===== config.mk =====
export PLATFORM = sky130hd
export DESIGN_NAME = stack_unit
export DESIGN_NICKNAME = d
export VERILOG_FILES = /design/src/rtl/stack_unit.sv
export SDC_FILE = /design/constraint.sdc
export NUM_CORES = 1
export LEC_CHECK = 0
export ABC_AREA = 1
export CORE_ASPECT_RATIO = 0.7
export CORE_MARGIN = 3
export CORE_UTILIZATION = 54
export CTS_BUF_LIST = sky130_fd_sc_hd__clkbuf_16
export CTS_CLUSTER_SIZE = 16
export DETAILED_ROUTE_END_ITERATION = 16
export MAX_ROUTING_LAYER = met4
export PLACE_DENSITY = 0.75
export SYNTH_ARGS = -nofsm -noshare
export SYNTH_HDL_FRONTEND = slang
export SYNTH_SLANG_ARGS = --single-unit
export TNS_END_PERCENT = 50

===== constraint.sdc =====
create_clock -name clk -period 2.3 [get_ports clk]
set_input_delay 0.46 -clock clk [delete_from_list [all_inputs] [get_ports clk]]
set_output_delay 0.46 -clock clk [all_outputs]
set_load 0.01 [all_outputs]

===== src/rtl/stack_unit.sv =====
// ---------------------------------------------------------------------------
// stack_unit -- hardware operand stack (LIFO) for the processor datapath.
//
// Executes the single-cycle push/pop/tos strobes from the controller. The
// popped or peeked word is returned on a registered output. Occupancy and
// error status are also reported.
//
// Parameters
//   WIDTH      data word width in bits
//   DEPTH      capacity in words (power of two, >= 2)
//
// Ports
//   clk        rising-edge clock
//   rst        synchronous active-low reset (wins over any strobe)
//   push       write din onto the stack
//   pop        remove the top word and return it on dout
//   tos        return the top word on dout without removing it
//   din        data to push
//   dout       registered read data from the last pop/tos/replace
//   empty      count == 0 (registered)
//   full       count == DEPTH (registered)
//   count      number of words held (registered)
//   overflow   sticky: push attempted while full
//   underflow  sticky: pop or tos attempted while empty
//
// Build option
//   STACK_CHECK_EN  when defined, full/empty protection and sticky
//                   overflow/underflow flags are enabled. When undefined, the
//                   stack pointer wraps modulo DEPTH and both flags read 0.
//                   count still saturates, so full/empty stay meaningful.
// ---------------------------------------------------------------------------
module stack_unit #(
  parameter int WIDTH = 8,
  parameter int DEPTH = 16
) (
  input  logic                    clk,
  input  logic                    rst,
  input  logic                    push,
  input  logic                    pop,
  input  logic                    tos,
  input  logic [WIDTH-1:0]        din,
  output logic [WIDTH-1:0]        dout,
  output logic                    empty,
  output logic                    full,
  output logic [$clog2(DEPTH):0]  count,
  output logic                    overflow,
  output logic                    underflow
);

  localparam int AW = $clog2(DEPTH);
  localparam int CW = AW + 1;

  typedef enum logic [2:0] {
    CMD_IDLE,
    CMD_PUSH,
    CMD_POP,
    CMD_TOS,
    CMD_REPLACE
  } cmd_e;

  cmd_e             cmd;
  logic [WIDTH-1:0] mem [DEPTH];
  logic [CW-1:0]    count_q, count_d;
  logic [WIDTH-1:0] dout_q, dout_d;
  logic             empty_q, full_q;
  logic [AW-1:0]    sp_lo, top_slot, wr_addr;
  logic             wr_en;
  logic             is_empty, is_full;

`ifdef STACK_CHECK_EN
  logic ovf_q, ovf_d, unf_q, unf_d;
  // With protection the pointer never wraps, so count doubles as sp.
  // At count == DEPTH the low bits read 0 and top_slot still lands on DEPTH-1.
  assign sp_lo = count_q[AW-1:0];
`else
  logic [AW-1:0] sp_q, sp_d;
  assign sp_lo = sp_q;
`endif

  assign top_slot = sp_lo - AW'(1);
  assign is_empty = (count_q == '0);
  assign is_full  = (count_q == CW'(DEPTH));

  // Priority decode. A replace on an empty stack has no top word to return,
  // so it degrades to a plain push.
  always_comb begin
    cmd = CMD_IDLE;
    if (push && pop)  cmd = is_empty ? CMD_PUSH : CMD_REPLACE;
    else if (push)    cmd = CMD_PUSH;
    else if (pop)     cmd = CMD_POP;
    else if (tos)     cmd = CMD_TOS;
  end

  // NOTE: every signal written here gets a default first, so no path can
  // leave one unassigned and infer a latch.
  always_comb begin
    count_d = count_q;
    dout_d  = dout_q;
    wr_en   = 1'b0;
    wr_addr = sp_lo;
`ifdef STACK_CHECK_EN
    ovf_d   = ovf_q;
    unf_d   = unf_q;
`else
    sp_d    = sp_q;
`endif
    case (cmd)
      CMD_REPLACE: begin
        wr_en   = 1'b1;
        wr_addr = top_slot;
        dout_d  = mem[top_slot];
      end
      CMD_PUSH: begin
`ifdef STACK_CHECK_EN
        if (is_full) begin
          ovf_d = 1'b1;
        end else begin
          wr_en   = 1'b1;
          count_d = count_q + CW'(1);
        end
`else
        wr_en   = 1'b1;
        sp_d    = sp_lo + AW'(1);
        count_d = is_full ? count_q : count_q + CW'(1);
`endif
      end
      CMD_POP: begin
`ifdef STACK_CHECK_EN
        if (is_empty) begin
          unf_d = 1'b1;
        end else begin
          dout_d  = mem[top_slot];
          count_d = count_q - CW'(1);
        end
`else
        dout_d  = mem[top_slot];
        sp_d    = top_slot;
        count_d = is_empty ? count_q : count_q - CW'(1);
`endif
      end
      CMD_TOS: begin
`ifdef STACK_CHECK_EN
        if (is_empty) unf_d = 1'b1;
        else          dout_d = mem[top_slot];
`else
        dout_d = mem[top_slot];
`endif
      end
      default: ;
    endcase
  end

  // NOTE: sequential state uses non-blocking assignments so every flop
  // samples the pre-edge values regardless of statement order.
  always_ff @(posedge clk) begin
    if (!rst) begin
      count_q <= '0;
      dout_q  <= '0;
      empty_q <= 1'b1;
      full_q  <= 1'b0;
`ifdef STACK_CHECK_EN
      ovf_q   <= 1'b0;
      unf_q   <= 1'b0;
`else
      sp_q    <= '0;
`endif
    end else begin
      count_q <= count_d;
      dout_q  <= dout_d;
      empty_q <= (count_d == '0);
      full_q  <= (count_d == CW'(DEPTH));
`ifdef STACK_CHECK_EN
      ovf_q   <= ovf_d;
      unf_q   <= unf_d;
`else
      sp_q    <= sp_d;
`endif
    end
  end

  // NOTE: the storage array is deliberately not reset. Reset only clears the
  // pointer, and the write is gated by rst so reset still beats a push.
  always_ff @(posedge clk) begin
    if (rst && wr_en) mem[wr_addr] <= din;
  end

  assign dout  = dout_q;
  assign empty = empty_q;
  assign full  = full_q;
  assign count = count_q;
`ifdef STACK_CHECK_EN
  assign overflow  = ovf_q;
  assign underflow = unf_q;
`else
  assign overflow  = 1'b0;
  assign underflow = 1'b0;
`endif

endmodule


After elaboration in Yosys (flattened, before gate mapping)
Memories as Yosys holds them, arrays and structs flattened. A register that Yosys moved wholly into a read port is not among the register bits.
Index checks and enable logic that the tools add are counted.
- bits in writable memories: 128
- flip-flop bits (word level): 11
- memory bits (read-only): 0
- logic and storage cells: 36
- output and inout bits: 17
- bits in latches: 0
- memories: 1
- memories (name ; depth ; bits a word ; read ports ; clocked after memory_dff ; write ports ; line ; source):
    mem ; 16 ; 8 ; 1 ; 1 ; 1 ; 62 ; logic [WIDTH-1:0] mem [DEPTH];
- magnitude comparators: 0
- shift-type cells: 0
- $add $sub $neg: 4
- bitwise gates (word level): 0
- divide/modulo/power cells: 0
- multiplexer cells: 13
- $mul: 0
- equal/unequal tests: 6
- reduce and logical (&&, ||, !) cells: 8
- operators with widths (kind ; count):
    $eq A5 B5 Y1 const B ; 2
    $logic_not A5 Y1 ; 2
    $mux W5 ; 2
    $pmux W5 S2 ; 1
    $pmux W4 S2 ; 1
    $eq A3 B2 Y1 const B ; 2
    $mux W2 ; 3
    $mux W3 ; 2
    $add A5 B1 Y5 const B ; 1
    $sub A5 B1 Y5 const B ; 1
    $add A4 B1 Y4 const B ; 1
    $mux W4 ; 1
    $sub A4 B1 Y4 const B ; 1
    $eq A3 B1 Y1 const B ; 1
    $eq A3 B3 Y1 const B ; 1
    $mux W1 ; 3
    $reduce_or A3 Y1 ; 1
    $logic_and A1 B1 Y1 ; 2
    $reduce_bool A2 Y1 ; 1
    $reduce_or A2 Y1 ; 1
    $logic_not A1 Y1 ; 1

Logic depth before layout (Yosys ltp)
Gate-level depths: netlist of run 1.
- word-level depth: 10
- gate-level depth with buffers: 13
- mapped depth without buffers: 11

Worst setup path before layout of run 1
Ideal clock, no wire load.
- path kind: reg-to-reg
- start: register sp_q[0] (netlist: sp_lo[0])
- end: memory mem[12][0], enable pin
- path slack: -0.181 ns
- clock period less this slack: 2.481 ns
- arrival: 2.111 ns
- setup time: 0.370 ns
- path buffers: 2
- required time: 1.930 ns
- cell stages (with the launch flop): 10
- path through: dfxtp_1 -> inv_1 -> buf_2 -> buf_2 -> ha_1 -> xor2_4 -> inv_2 -> o21ai_4 -> nand3_2 -> nor2_1
- longest elaborated chain between the ends: 2
- RTL lines (what ; line ; source):
    start, declared ; 76 ; logic [AW-1:0] sp_q, sp_d;
    start signal, assigned ; 176 ; sp_q <= sp_d;
    $sub A4 B1 Y4 ; 80 ; assign top_slot = sp_lo - AW'(1);
    $mux W4 (*) ; 107 ; case (cmd)
    end, declared ; 62 ;
Mark *: on every way between the ends. The rest lies on a longest branch, timed or not.

Worst setup path after layout of run 1
- start: register count_q[0] (netlist: count[0])
- end: memory mem[10][2], enable pin
- longest elaborated chain between the ends: 9
- RTL lines (what ; line ; source):
    start, declared ; 63 ; logic [CW-1:0] count_q, count_d;
    start signal, assigned ; 168 ; count_q <= count_d;
    $logic_not A5 Y1 (*) ; 81 ; assign is_empty = (count_q == '0);
    $mux W3 (*) (2 in series) ; 88 ; if (push && pop) cmd = is_empty ? CMD_PUSH : CMD_REPLACE;
    $eq A3 B1 Y1 / $eq A3 B3 Y1 (equally long branches) ; 107 ;
    $reduce_or A2 Y1 (no line) ; - ;
    $mux W1 ; 107 ;
    $logic_and A1 B1 Y1 ; 184 ; if (rst && wr_en) mem[wr_addr] <= din;
    $mux W1 ; 184 ;
    $mux W1 (not written as such) ; 184 ;
Marks and branches as above.

==> results of run 1 <==
routing by layer:
metal	part of all wire, %	vias to the layer above	track usage, %	wire [µm]
li1	-	2133	-	-
met1	42	2207	34.45	6393
met2	46	243	34.43	6947
met3	11	16	7.312	1732
met4	1.0	0	7.515	154
met5	0	-	-	0
state kept, by name, indices dropped and copies added (netlist names):
signal and flops:
empty 1, sp_lo 4, mem 128, count 5, dout 8, full 1
logic make-up after synthesis:
kind of cell,Yosys count,synth area share [%]
fa+ha+maj,4,0.7697
simple gates,249,18.47
compound gates,102,9.255
xor+xnor,8,1.770
buf+inv,68,4.714
flops,147,64.96
other cells,1,0.05767
power groups by stage:
| stage | clock network, mW | registers (mW) | logic (mW) |
|---|---|---|---|
| detailed placement | 0 | 3.18 | 2.26 |
| floorplan | 0 | 3.20 | 1.43 |
| global placement | 0 | 3.17 | 2.21 |
| CTS | 2.59 | 3.12 | 2.28 |
| finish | 2.56 | 3.12 | 2.32 |
| global route | 2.72 | 3.14 | 2.52 |
worst max path at each step:
stage / end / slack, ns / depth (start not counted) / from
after global placement: mem[11][1]$_DFFE_PP_ / -0.03 / 10 / pop
after floorplan: mem[1][0]$_DFFE_PP_ / -0.13 / 8 / sp_lo[0]$_SDFFE_PN0N_
final: mem[10][2]$_DFFE_PP_ / 0.13 / 11 / count[0]$_SDFF_PN0_
after detailed placement: mem[11][5]$_DFFE_PP_ / -0.05 / 10 / pop
after global routing: mem[10][7]$_DFFE_PP_ / 0.02 / 12 / count[0]$_SDFF_PN0_
after CTS: mem[11][0]$_DFFE_PP_ / 0.10 / 12 / count[0]$_SDFF_PN0_
per-stage QoR:
step | cells | hold WS, ns
finish | 801 | 0.5161
global route | 801 | 0.5378
CTS | 800 | 0.5166
detailed placement | 768 | 0.5084
global placement | 768 | 0.4960
floorplan | 580 | 0.4725
cell type report:
type,count,area share [%]
diodes,1,0.03220
flip-flops and latches,147,54.36
clock inverters,13,0.9981
clock buffers,19,6.117
inverters,39,1.980
repair buffers,64,7.856
multi-input cells,365,26.19
well taps,153,2.463
worst register-to-register path, delay by kind of cell (launching register included):
kind / cells / cell delay [ns]
XOR/XNOR: 1 / 0.18
adder cells (fa/ha/maj): 1 / 0.25
buffers and inverters: 4 / 0.51
flip-flops: 1 / 0.34
AND/OR/NAND/NOR: 5 / 0.60
placed cells by master, fill, tap and decap left out, types with 8 or more instances in the layout:
cell type / synthesis / final
buf_4: 4 / 32
clkbuf_16: 0 / 19
clkdlybuf4s50_1: 0 / 27
dfxtp_1: 19 / 18
edfxtp_1: 128 / 128
inv_1: 31 / 33
nand2_1: 32 / 31
nand2_2: 7 / 8
nand3_1: 57 / 57
nor2_1: 126 / 117
o211ai_1: 24 / 24
o21ai_0: 67 / 67
==> flow_summary_export.csv, run 1 <==
group,metric,value,unit
run_status,result_of_the_run,"finished clean",
timing,report.final.hold_viol_count,0,
final_layout,sequential_cell_area,4225,µm²
floorplanning,dieHeight,97.81,µm
timing,max_slew.worst_pin.slew,0.7488,ns
final_layout,design_area,7772,µm²
hold_path,min_from,"sp_lo[1]$_SDFFE_PN0N_",
pwr,cell_internal_pwr,5.374,mW
synthesis,synth-edff-count,128,
timing,final_max_slew_viol_count,0,
floorplanning,dieArea,13420,µm²
final_layout,filler_cells,812,
worst_setup_path,crit_path_start_kind,"flip-flop",
worst_setup_path,worstSetupPathType,"reg -> reg",
pwr,leakage_power_of_the_design,2.878,nW
cts,ctsLongestPathBuffers,2,
synthesis,synth-main-ff-cell,"edfxtp_1",
worst_setup_path,timing.rr.end,"mem[10][2]$_DFFE_PP_",
cts,post_cts_resize_count,0,
timing,max_slew_margin,49.93,%
route,wl_per_cell,19.01,µm
place,detailedPlace.worstSlack,-0.04894,ns
cts,clk_latency,0.43,ns
pwr,power_frac_comb,29.0,%
grt,global_route.usage.total,24.45,%
worst_setup_path,critical_path.reg2reg.startpoint,"count[0]$_SDFF_PN0_",
route,drt_first_iter_violations,451,
synthesis,synthMostInstantiatedCell,"edfxtp_1",
grt,vias_in_the_first_global_route,4346,
timing,achievable-frequency,0.4616,GHz
synthesis,ys.warnings.count,0,
synthesis,async_flop_share,0,%
grt,number_of_antenna_violations_at_the_first_check_in_global_routing,1,
grt,overflow,0,
cts,post_cts_repair_timing_setup_buffer_count,0,
synthesis,syn_area,6502,µm²
synthesis,post-synth-top-area-fraction,59.11,%
cts,cts_tree,"done",
synthesis,synth.cells.most_frequent,"128 x edfxtp_1, 126 x nor2_1, 67 x o21ai_0, 57 x nand3_1, 32 x nand2_1",
synthesis,synthDominantAreaCellType,"edfxtp_1",
route,dr_total_vias,4599,
timing,setup-tns-final,0,ns
worst_setup_path,cp.required,2.43,ns
pwr,report.power.total,8.005,mW
floorplanning,core,11370,µm²
worst_setup_path,crit_path_cell_trace,"inv_1 -> ha_1 -> nand3_4 -> nand2_4 -> inv_4 -> nand2_8 -> xor2_2 -> inv_1 -> nand2_2 -> nor2_1 -> buf_4",
synthesis,ys_ff_latch,147,
final_layout,multi_input_logic_area,2036,µm²
place,dpl-instance-area,7212,µm²
route,drtPass1Iterations,5,
worst_setup_path,critical_path_arrival,2.29,ns
cts,cts_made_buffers,17,
cts,cts.htree.levels,4,
worst_setup_path,critical_path.slowest_cell,"dfxtp_1",
cts,cts_root_buffer,"clkbuf_16",
pwr,power-per-cell-area,1030,nW/µm²
timing,final_min_period,2.167,ns
worst_setup_path,path_buf_inv,4,
place,dpl_wire_length,10.11,mm
synthesis,synthCells,579,
synthesis,syn_avg_cell_area,11.23,µm²
floorplanning,floorplan.die.width,137.2,µm
worst_setup_path,cp_common_cell,"inv_1",
place,place.gp.congestion,0.9199,
timing,finalClockSkew,0.008843,ns
hold_path,holdCritPathClass,"reg -> reg",
grt,maximum_number_of_pins_on_one_net_before_global_route_repair,68,
final_layout,areaGrowthSynthToFinish,19.53,%
route,routed_wirelength,15.23,mm
timing,finalWorstSetupSlack,0.1334,ns
route,number_of_remaining_drc_errors,0,
job,maxCapViolCount,0,
worst_setup_path,critPathMaxFanout,8,
hold_path,hold_path_depth,2,
timing,setup-violations-final,0,
timing,rsz0062_at_grt,"false",
place,port_buffer_cells,27,
pwr,switching_power,2.631,mW
synthesis,yosysSeqAreaShare,64.96,%
synthesis,post_synth_main_area_contributors,"edfxtp_1 59%, nor2_1 7.3%, dfxtp_1 5.8%",
worst_setup_path,timing.critical_path.to_type,"flip-flop",
route,ant_nets,0,
cts,clock_sinks,147,
final_layout,nNetsFinal,651,
pwr,switching_share_of_power,32.87,%
synthesis,yosysUniqueCellTypes,37,
route,routed_via_density,5.742,
worst_setup_path,r2r_slack,0.13,ns
pwr,seq_power_share,39.0,%
final_layout,finalCoreUtilization,68.35,%
worst_setup_path,worst_stage_delay_on_the_critical_path,0.34,ns
final_layout,drive_gt1_share,18.39,%
hold_path,min_delay_worst_endpoint,"sp_lo[1]$_SDFFE_PN0N_",
floorplanning,start_util,57.19,%
worst_setup_path,crit_family,"simple AND/OR/NAND/NOR gates",
cts,post_cts_hold_buffer_count,0,
cts,clkTransAtPathRegs,0.06,ns
pwr,power.ir.vdd_worst,0.6729,mV
worst_setup_path,worst-r2r-cell-count,11,
pwr,power.clock.fraction,32.0,%
floorplanning,io-pin-count,30,
timing,period_share,94.20,%
floorplanning,row_count,32,
grt,grt_first_pass_wirelength,23.63,mm
Power figures use the tool's default switching activity.
==> run 2: changes to the inputs <==
--- a/config.mk
+++ b/config.mk
@@ -12,7 +12,6 @@
 export CTS_BUF_LIST = sky130_fd_sc_hd__clkbuf_16
 export CTS_CLUSTER_SIZE = 16
 export DETAILED_ROUTE_END_ITERATION = 16
-export MAX_ROUTING_LAYER = met4
 export PLACE_DENSITY = 0.75
 export SYNTH_ARGS = -nofsm -noshare
 export SYNTH_HDL_FRONTEND = slang
==> run 2 against run 1 <==
Against the previous run: worst setup slack is essentially flat; total power shrank 0.11%; utilization is essentially flat; clock-buffer cell count is the same; critical path depth is the same; first-iteration DRC count grew 8.4%; final cell count shrank 0.12%; combinational power is essentially flat; final area is essentially flat; sequential power is essentially flat; hold slack is essentially flat; sequential share of layout area is essentially flat.
==> flow_summary_export.csv, run 2 (synthesis gave the netlist of run 1 again) <==
group,metric,value,unit
route,number_of_remaining_drc_errors,0,
final_layout,areaGrowthSynthToFinish,19.49,%
cts,cts_root_buffer,"clkbuf_16",
timing,final_max_slew_viol_count,0,
floorplanning,io-pin-count,30,
cts,ctsLongestPathBuffers,2,
cts,clk_latency,0.42,ns
cts,clkTransAtPathRegs,0.06,ns
cts,cts_made_buffers,17,
hold_path,hold_path_depth,2,
grt,grt_first_pass_wirelength,23.63,mm
route,routed_wirelength,15.30,mm
floorplanning,dieHeight,97.81,µm
worst_setup_path,worst_stage_delay_on_the_critical_path,0.35,ns
worst_setup_path,timing.rr.end,"mem[10][4]$_DFFE_PP_",
final_layout,layout.cells.most_common,"edfxtp_1",
final_layout,sequential_cell_area,4225,µm²
floorplanning,row_count,32,
timing,max_slew_margin,48.39,%
grt,overflow,0,
final_layout,insertedDiodeCount,0,
final_layout,nNetsFinal,651,
worst_setup_path,critical_path_arrival,2.30,ns
floorplanning,core,11370,µm²
hold_path,holdCritPathClass,"reg -> reg",
cts,cts.htree.levels,4,
worst_setup_path,crit_family,"simple AND/OR/NAND/NOR gates",
place,place.gp.congestion,0.9044,
final_layout,filler_cells,812,
final_layout,most-common-layout-cells,"128 x edfxtp_1, 117 x nor2_1, 67 x o21ai_0",
pwr,power.ir.vdd_worst,0.6765,mV
pwr,power-per-cell-area,1029,nW/µm²
final_layout,multi_input_logic_area,2036,µm²
worst_setup_path,critical_path.reg2reg.startpoint,"count[0]$_SDFF_PN0_",
route,dr_total_vias,4604,
place,dpl_wire_length,10.11,mm
worst_setup_path,crit_path_start_kind,"flip-flop",
cts,cts_tree,"done",
timing,finalClockSkew,0.01255,ns
route,drt_first_iter_violations,489,
worst_setup_path,crit_path_cell_trace,"inv_1 -> ha_1 -> nand3_4 -> nand2_4 -> inv_4 -> nand2_8 -> xor2_2 -> inv_1 -> nand2_2 -> nor2_1 -> buf_4",
grt,global_route.usage.total,23.79,%
floorplanning,floorplan.die.width,137.2,µm
cts,post_cts_hold_buffer_count,0,
worst_setup_path,path_buf_inv,4,
timing,setup-tns-final,0,ns
worst_setup_path,worst-r2r-cell-count,11,
route,ant_nets,0,
pwr,leakage_power_of_the_design,2.878,nW
floorplanning,start_util,57.19,%
final_layout,largest_reg_flops,128,
place,port_buffer_cells,27,
timing,setup-violations-final,0,
worst_setup_path,r2r_slack,0.13,ns
worst_setup_path,cp.required,2.43,ns
timing,period_share,94.22,%
place,dpl-instance-area,7212,µm²
timing,final_min_period,2.167,ns
worst_setup_path,worstSetupPathType,"reg -> reg",
route,drtPass1Iterations,5,
final_layout,instances_no_fill,800,
place,placed_insts,768,
timing,achievable-frequency,0.4615,GHz
hold_path,min_delay_worst_endpoint,"sp_lo[1]$_SDFFE_PN0N_",
grt,number_of_antenna_violations_at_the_first_check_in_global_routing,1,
timing,report.final.hold_viol_count,0,
final_layout,drive_gt1_share,18.39,%
timing,max_slew.worst_pin.slew,0.7717,ns
hold_path,min_from,"sp_lo[1]$_SDFFE_PN0N_",
place,detailedPlace.worstSlack,-0.04894,ns
worst_setup_path,critical_path.slowest_cell,"dfxtp_1",
cts,clock_sinks,147,
final_layout,regMostFlops,"mem",
job,maxCapViolCount,0,
floorplanning,dieArea,13420,µm²
grt,vias_in_the_first_global_route,4350,
run_status,result_of_the_run,"finished clean",
worst_setup_path,cp_common_cell,"inv_1",
timing,finalWorstSetupSlack,0.1330,ns
worst_setup_path,critPathMaxFanout,8,
pwr,report.power.total,7.996,mW
route,wl_per_cell,19.13,µm
final_layout,design_area,7770,µm²
timing,rsz0062_at_grt,"false",
grt,maximum_number_of_pins_on_one_net_before_global_route_repair,68,
worst_setup_path,timing.critical_path.to_type,"flip-flop",
route,routed_via_density,5.755,
[run 2: changes by cell type in the layout (fill, tap and decap cells not counted), sizes merged]
| cell | delta |
|---|---|
| diode | -1 |
[run 2: what timing repair did]
| action | in CTS | in global routing |
|---|---|---|
| hold endpoints to repair | 0 | 0 |
| buffers inserted | 0 | 0 |
| setup endpoints to repair | 0 | 8 |
| gates resized for setup | 0 | 2 |
[run 2: worst max path at each step]
stage / start / cells after the start / to
after global routing: count[0]$_SDFF_PN0_ / 12 / mem[10][7]$_DFFE_PP_
after detailed placement: pop / 10 / mem[11][5]$_DFFE_PP_
after CTS: count[0]$_SDFF_PN0_ / 12 / mem[11][0]$_DFFE_PP_
after global placement: pop / 10 / mem[11][1]$_DFFE_PP_
final: count[0]$_SDFF_PN0_ / 11 / mem[10][4]$_DFFE_PP_
after floorplan: sp_lo[0]$_SDFFE_PN0N_ / 8 / mem[1][0]$_DFFE_PP_
[run 2: final cells by class]
cell class | instances | area share [%]
clock buffer | 19 | 6.119
clock inverter | 13 | 0.9984
inverter | 39 | 1.981
multi-input combinational | 365 | 26.20
sequential | 147 | 54.38
tap | 153 | 2.464
timing repair buffer | 64 | 7.858
[run 2: tightest hold or removal path: stages, from the launching register on]
cell and delay, ns:
dfxtp_1 0.34, nand2_1 0.07, a21oi_1 0.06
[run 2: report_power, final]
part	internal, mW	switching [mW]	total (mW)
clock network	1.50	1.06	2.55
logic	0.825	1.49	2.32
registers	3.05	0.0743	3.12
[run 2: through the flow]
step           hold slack, ns  utilization [%]
4_1_cts                0.5166            68.29
3_5_place_dp           0.5084            63.42
3_3_place_gp           0.4960            63.42
6_report               0.5163            68.33
2_1_floorplan          0.4725                -
5_1_grt                0.5376            68.33
[run 2: metal layers]
metal	global-route usage (%)	wire length, µm	vias to the layer above	share of wire, %
met4	6.825	148	2	0.97
met5	0	13	-	0.085
li1	-	-	2130	-
met2	34.50	6991	220	46
met3	7.930	1540	15	10
met1	34.49	6608	2237	43
==> run 3: changes to the inputs <==
==> constraint.sdc (replaced) <==
create_clock -name clk -period 2.3 [get_ports clk]
set_input_delay 0.23 -clock clk [delete_from_list [all_inputs] [get_ports clk]]
set_output_delay 0.23 -clock clk [all_outputs]
set_load 0.01 [all_outputs]
==> run 3 against run 2 <==
Against the previous run: flip-flop and latch count did not move; final cell count did not move; global-route usage rose by 1.3 points; critical path depth fell by 1; worst setup slack improved by 0.019 ns; total power barely moved; critical path type unchanged; largest cell class unchanged; highest routed layer is now met4.
==> flow_summary_export.csv, run 3 (synthesis gave the netlist of run 1 again) <==
group,metric,value,unit
run_status,result_of_the_run,"finished clean",
final_layout,layout.cells.most_common,"edfxtp_1",
worst_setup_path,timing.critical_path.to_type,"flip-flop",
job,maxCapViolCount,0,
pwr,power.ir.vdd_worst,0.6698,mV
place,dpl_wire_length,10.36,mm
floorplanning,floorplan.die.width,137.2,µm
timing,achievable-frequency,0.4656,GHz
worst_setup_path,critical_path.slowest_cell,"dfxtp_1",
place,dpl-instance-area,7149,µm²
worst_setup_path,critPathMaxFanout,8,
cts,clock_sinks,147,
grt,maximum_number_of_pins_on_one_net_before_global_route_repair,68,
cts,ctsLongestPathBuffers,2,
timing,max_slew.worst_pin.slew,0.7823,ns
cts,cts_root_buffer,"clkbuf_16",
floorplanning,start_util,57.19,%
pwr,leakage_power_of_the_design,2.846,nW
final_layout,drive_gt1_share,17.77,%
timing,max_slew_margin,47.68,%
final_layout,areaGrowthSynthToFinish,18.47,%
final_layout,largest_reg_flops,128,
timing,finalClockSkew,0.006676,ns
route,drtPass1Iterations,5,
cts,clkTransAtPathRegs,0.06,ns
cts,clk_latency,0.42,ns
grt,vias_in_the_first_global_route,4385,
worst_setup_path,crit_path_start_kind,"flip-flop",
worst_setup_path,critical_path_arrival,2.27,ns
timing,period_share,93.37,%
route,routed_wirelength,15.89,mm
worst_setup_path,path_buf_inv,3,
pwr,report.power.total,7.997,mW
worst_setup_path,worst_stage_delay_on_the_critical_path,0.31,ns
worst_setup_path,cp.required,2.43,ns
worst_setup_path,worstSetupPathType,"reg -> reg",
place,place.gp.congestion,0.9300,
final_layout,most-common-layout-cells,"128 x edfxtp_1, 118 x nor2_1, 67 x o21ai_0",
timing,rsz0062_at_grt,"true",
worst_setup_path,crit_path_cell_trace,"inv_1 -> ha_1 -> nand3_4 -> nand2_4 -> inv_4 -> nand2_8 -> xor2_2 -> nand2_1 -> nor2_1 -> buf_4",
grt,global_route.usage.total,25.06,%
final_layout,design_area,7704,µm²
hold_path,holdCritPathClass,"reg -> reg",
route,dr_total_vias,4611,
timing,setup-violations-final,0,
timing,final_max_slew_viol_count,0,
cts,post_cts_repair_timing_setup_buffer_count,0,
route,routed_via_density,5.764,
timing,setup-tns-final,0,ns
floorplanning,core,11370,µm²
cts,cts.htree.levels,4,
place,port_buffer_cells,27,
grt,grt_first_pass_wirelength,24.68,mm
final_layout,finalCoreUtilization,67.75,%
pwr,power-per-cell-area,1038,nW/µm²
cts,cts_made_buffers,17,
route,number_of_remaining_drc_errors,0,
grt,overflow,0,
cts,cts_tree,"done",
final_layout,insertedDiodeCount,0,
final_layout,regMostFlops,"mem",
timing,final_min_period,2.148,ns
cts,post_cts_hold_buffer_count,0,
route,ant_nets,0,
timing,whs,0.5103,ns
floorplanning,io-pin-count,30,
worst_setup_path,crit_family,"simple AND/OR/NAND/NOR gates",
final_layout,filler_cells,821,
grt,number_of_antenna_violations_at_the_first_check_in_global_routing,0,
cts,post_cts_resize_count,0,
final_layout,nNetsFinal,651,
timing,report.final.hold_viol_count,0,
floorplanning,row_count,32,
floorplanning,dieArea,13420,µm²
route,wl_per_cell,19.86,µm
floorplanning,dieHeight,97.81,µm
route,drt_first_iter_violations,595,
[run 3: area by class of cell]
class	count	area (µm²)	share of cell area, %
Clock buffer	19	475.5	6.172
Inverter	39	153.9	1.998
Multi-Input combinational cell	365	2031	26.36
Tap cell	153	191.4	2.485
Clock inverter	13	78.83	1.023
Sequential cell	147	4225	54.85
Timing Repair Buffer	64	548.0	7.114
[run 3: power breakdown]
group	switching [mW]	leakage, nW	internal [mW]
clock network	1.04	0.274	1.49
logic	1.51	1.26	0.828
registers	0.0715	1.31	3.05
[run 3: metrics by stage]
| stage | std cells | worst slack [ns] |
|---|---|---|
| 3_5_place_dp | 768 | 0.1536 |
| 6_report | 800 | 0.1524 |
| 5_1_grt | 800 | -0.01236 |
| 2_1_floorplan | 580 | -0.1254 |
| 4_1_cts | 800 | 0.1648 |
| 3_3_place_gp | 768 | 0.1591 |
[run 3: path summary, 6_finish.rpt]
check,endpoint,depth (start not counted),slack [ns],start
max,mem[11][6]$_DFFE_PP_,10,0.15,count[0]$_SDFF_PN0_
min,sp_lo[1]$_SDFFE_PN0N_,2,0.51,sp_lo[1]$_SDFFE_PN0N_
min reg2reg,sp_lo[1]$_SDFFE_PN0N_,2,0.51,sp_lo[1]$_SDFFE_PN0N_
max reg2reg,mem[11][6]$_DFFE_PP_,10,0.15,count[0]$_SDFF_PN0_
[run 3: layer usage]
layer  vias to the layer above  wire [µm]  part of all wire [%]  track usage [%]
met5                         -          0                     0                0
met4                         0        243                   1.5            7.592
met3                        22       1558                   9.8            6.797
met2                       254       7066                    44            35.44
met1                      2192       7016                    44            38.04
li1                       2143          -                     -                -
[run 3: worst reg2reg max path, cell delays in order, from the launching register on]
cell and delay, ns:
dfxtp_1 0.31, inv_1 0.12, ha_1 0.24, nand3_4 0.15
nand2_4 0.14, inv_4 0.05, nand2_8 0.09, xor2_2 0.19
nand2_1 0.20, nor2_1 0.16, buf_4 0.19
==> RTL change, RTL diff (config.mk and constraints of run 3) <==
The parameter `WIDTH` goes from 8 to 6.
--- a/src/rtl/stack_unit.sv
+++ b/src/rtl/stack_unit.sv
@@ -30,7 +30,7 @@
 //                   count still saturates, so full/empty stay meaningful.
 // ---------------------------------------------------------------------------
 module stack_unit #(
-  parameter int WIDTH = 8,
+  parameter int WIDTH = 6,
   parameter int DEPTH = 16
 ) (
   input  logic                    clk,
Ports: changed (resized din and dout); port bits go from 30 to 26. No check against the original RTL was run, so the function may have changed too.
==> RTL change against run 3 <==
First-iteration DRC count is 1.3% lower. Area after synthesis fell by 22%. Final area is 21% lower. Sequential cell count decreased by 34. Wire length down 25%. Total power shrank 19%. Die area fell by 21%. Via count down 20%. Utilization grew 1.7 points. Synthesized cell count is 18% lower. Setup slack got worse by 0.0035 ns. Non-clock buffer count decreased by 9. Largest power group unchanged.
==> RTL change: results (changes against run 3) <==
Ratio of cells with drive above 1 in the final layout: 14.26% (-3.5 points)
Register area share after synthesis: 63.68% (-1.3 points)
Register-to-Register Path Depth: 11 (+1)
Placer's final routability congestion estimate: 0.9628 (+3.5%)
Synth area leaders: edfxtp_1, nor2_1, dfxtp_1, o21ai_0, nand3_1
Pre-CTS setup slack: 0.1377 ns (-0.01593 ns)
Hpwl dp: 7941 um (-23%)
Cells after DPL: 628 (-18%)
Port bufs: 23 (-15%)
Met2 Resource Use GR: 34.74% (-0.71 points)
Max reg flops: 96 (-25%)
Critical path endpoint: mem[15][2]
Met3 Track Usage GR: 7.922% (+1.1 points)
Yosys cell types: 35 (-5.4%)
EDFF count, synth: 96 (-25%)
Final clock skew: 0.006940 ns (+0.0002643 ns)
Vias in the first global route: 3591 (-18%)
Run status: finished, final reports clean
Routed wire length: 11940 um (-25%)
VDD IR max: 0.9270 mV (+38%)
Fill cell count: 623 (-24%)
Routed wl met2: 5246 um (-26%)
Post-synthesis compound-gate area fraction: 9.197% (-0.059 points)
Internal: 0.004501 W (-16%)
Synth Area in Adders: 0.9889% (+0.22 points)
Gr usage total: 24.26% (-0.80 points)
Via-to-Cell Ratio: 5.597 (-2.9%)
Post-synthesis xor/xnor area fraction: 1.829% (+0.059 points)
Routed wl met3: 1008 um (-35%)
DRT met1 WL: 5464 um (-22%)
DRT Pass-1 Iters: 6 (+1)
Via count: 3694 (-20%)
Normalized max-slew margin: 50.89% (+3.2 points)
## RTL change: cell count changes in the layout (fill, tap and decap cells not counted), sizes merged, moves of 2 or more
cell,run 3,this run
clkinv,10,8
dfxtp,19,17
clkbuf,19,17
or2,8,6
nor2,129,103
o211ai,24,18
o21ai,69,53
bufinv,0,2
edfxtp,128,96
buf,37,32
clkdlybuf4s50,27,23
nand3,61,51
## RTL change: metrics by stage
step	power, W	instance area, sq um	hold WS [ns]
after global routing	0.006833	6107	0.5229
after floorplan	0.003520	5065	0.3289
after CTS	0.006527	6107	0.5000
final	0.006514	6107	0.5058
after detailed placement	0.004124	5567	0.4925
after global placement	0.004086	5567	0.4913
## RTL change: layout make-up
| cell class | count | area [sq um] | share of cell area, % |
|---|---|---|---|
| Clock buffer | 17 | 425.4 | 6.966 |
| Clock inverter | 15 | 115.1 | 1.885 |
| Inverter | 35 | 133.9 | 2.192 |
| Multi-Input combinational cell | 305 | 1589 | 26.02 |
| Sequential cell | 113 | 3223 | 52.78 |
| Tap cell | 120 | 150.1 | 2.459 |
| Timing Repair Buffer | 55 | 470.5 | 7.703 |
## RTL change: worst register-to-register path: stages (launching register included)
cell and delay (ns):
dfxtp_1 0.31, inv_1 0.14, ha_1 0.25, nand3_4 0.17, nand2_4 0.13, inv_4 0.06, nand2_8 0.09, nand2_1 0.10
nand2_1 0.10, nand3_1 0.16, nor2_1 0.18, buf_4 0.17
## RTL change: worst min-delay path by stage
stage	depth (start not counted)	end	slack (ns)	from
global route	2	sp_lo[1]	0.52	sp_lo[1]
global placement	2	sp_lo[1]	0.49	sp_lo[1]
finish	2	sp_lo[1]	0.51	sp_lo[1]
floorplan	0	mem[0][0]	0.33	din[0]
detailed placement	2	sp_lo[1]	0.49	sp_lo[1]
CTS	2	sp_lo[1]	0.50	sp_lo[1]
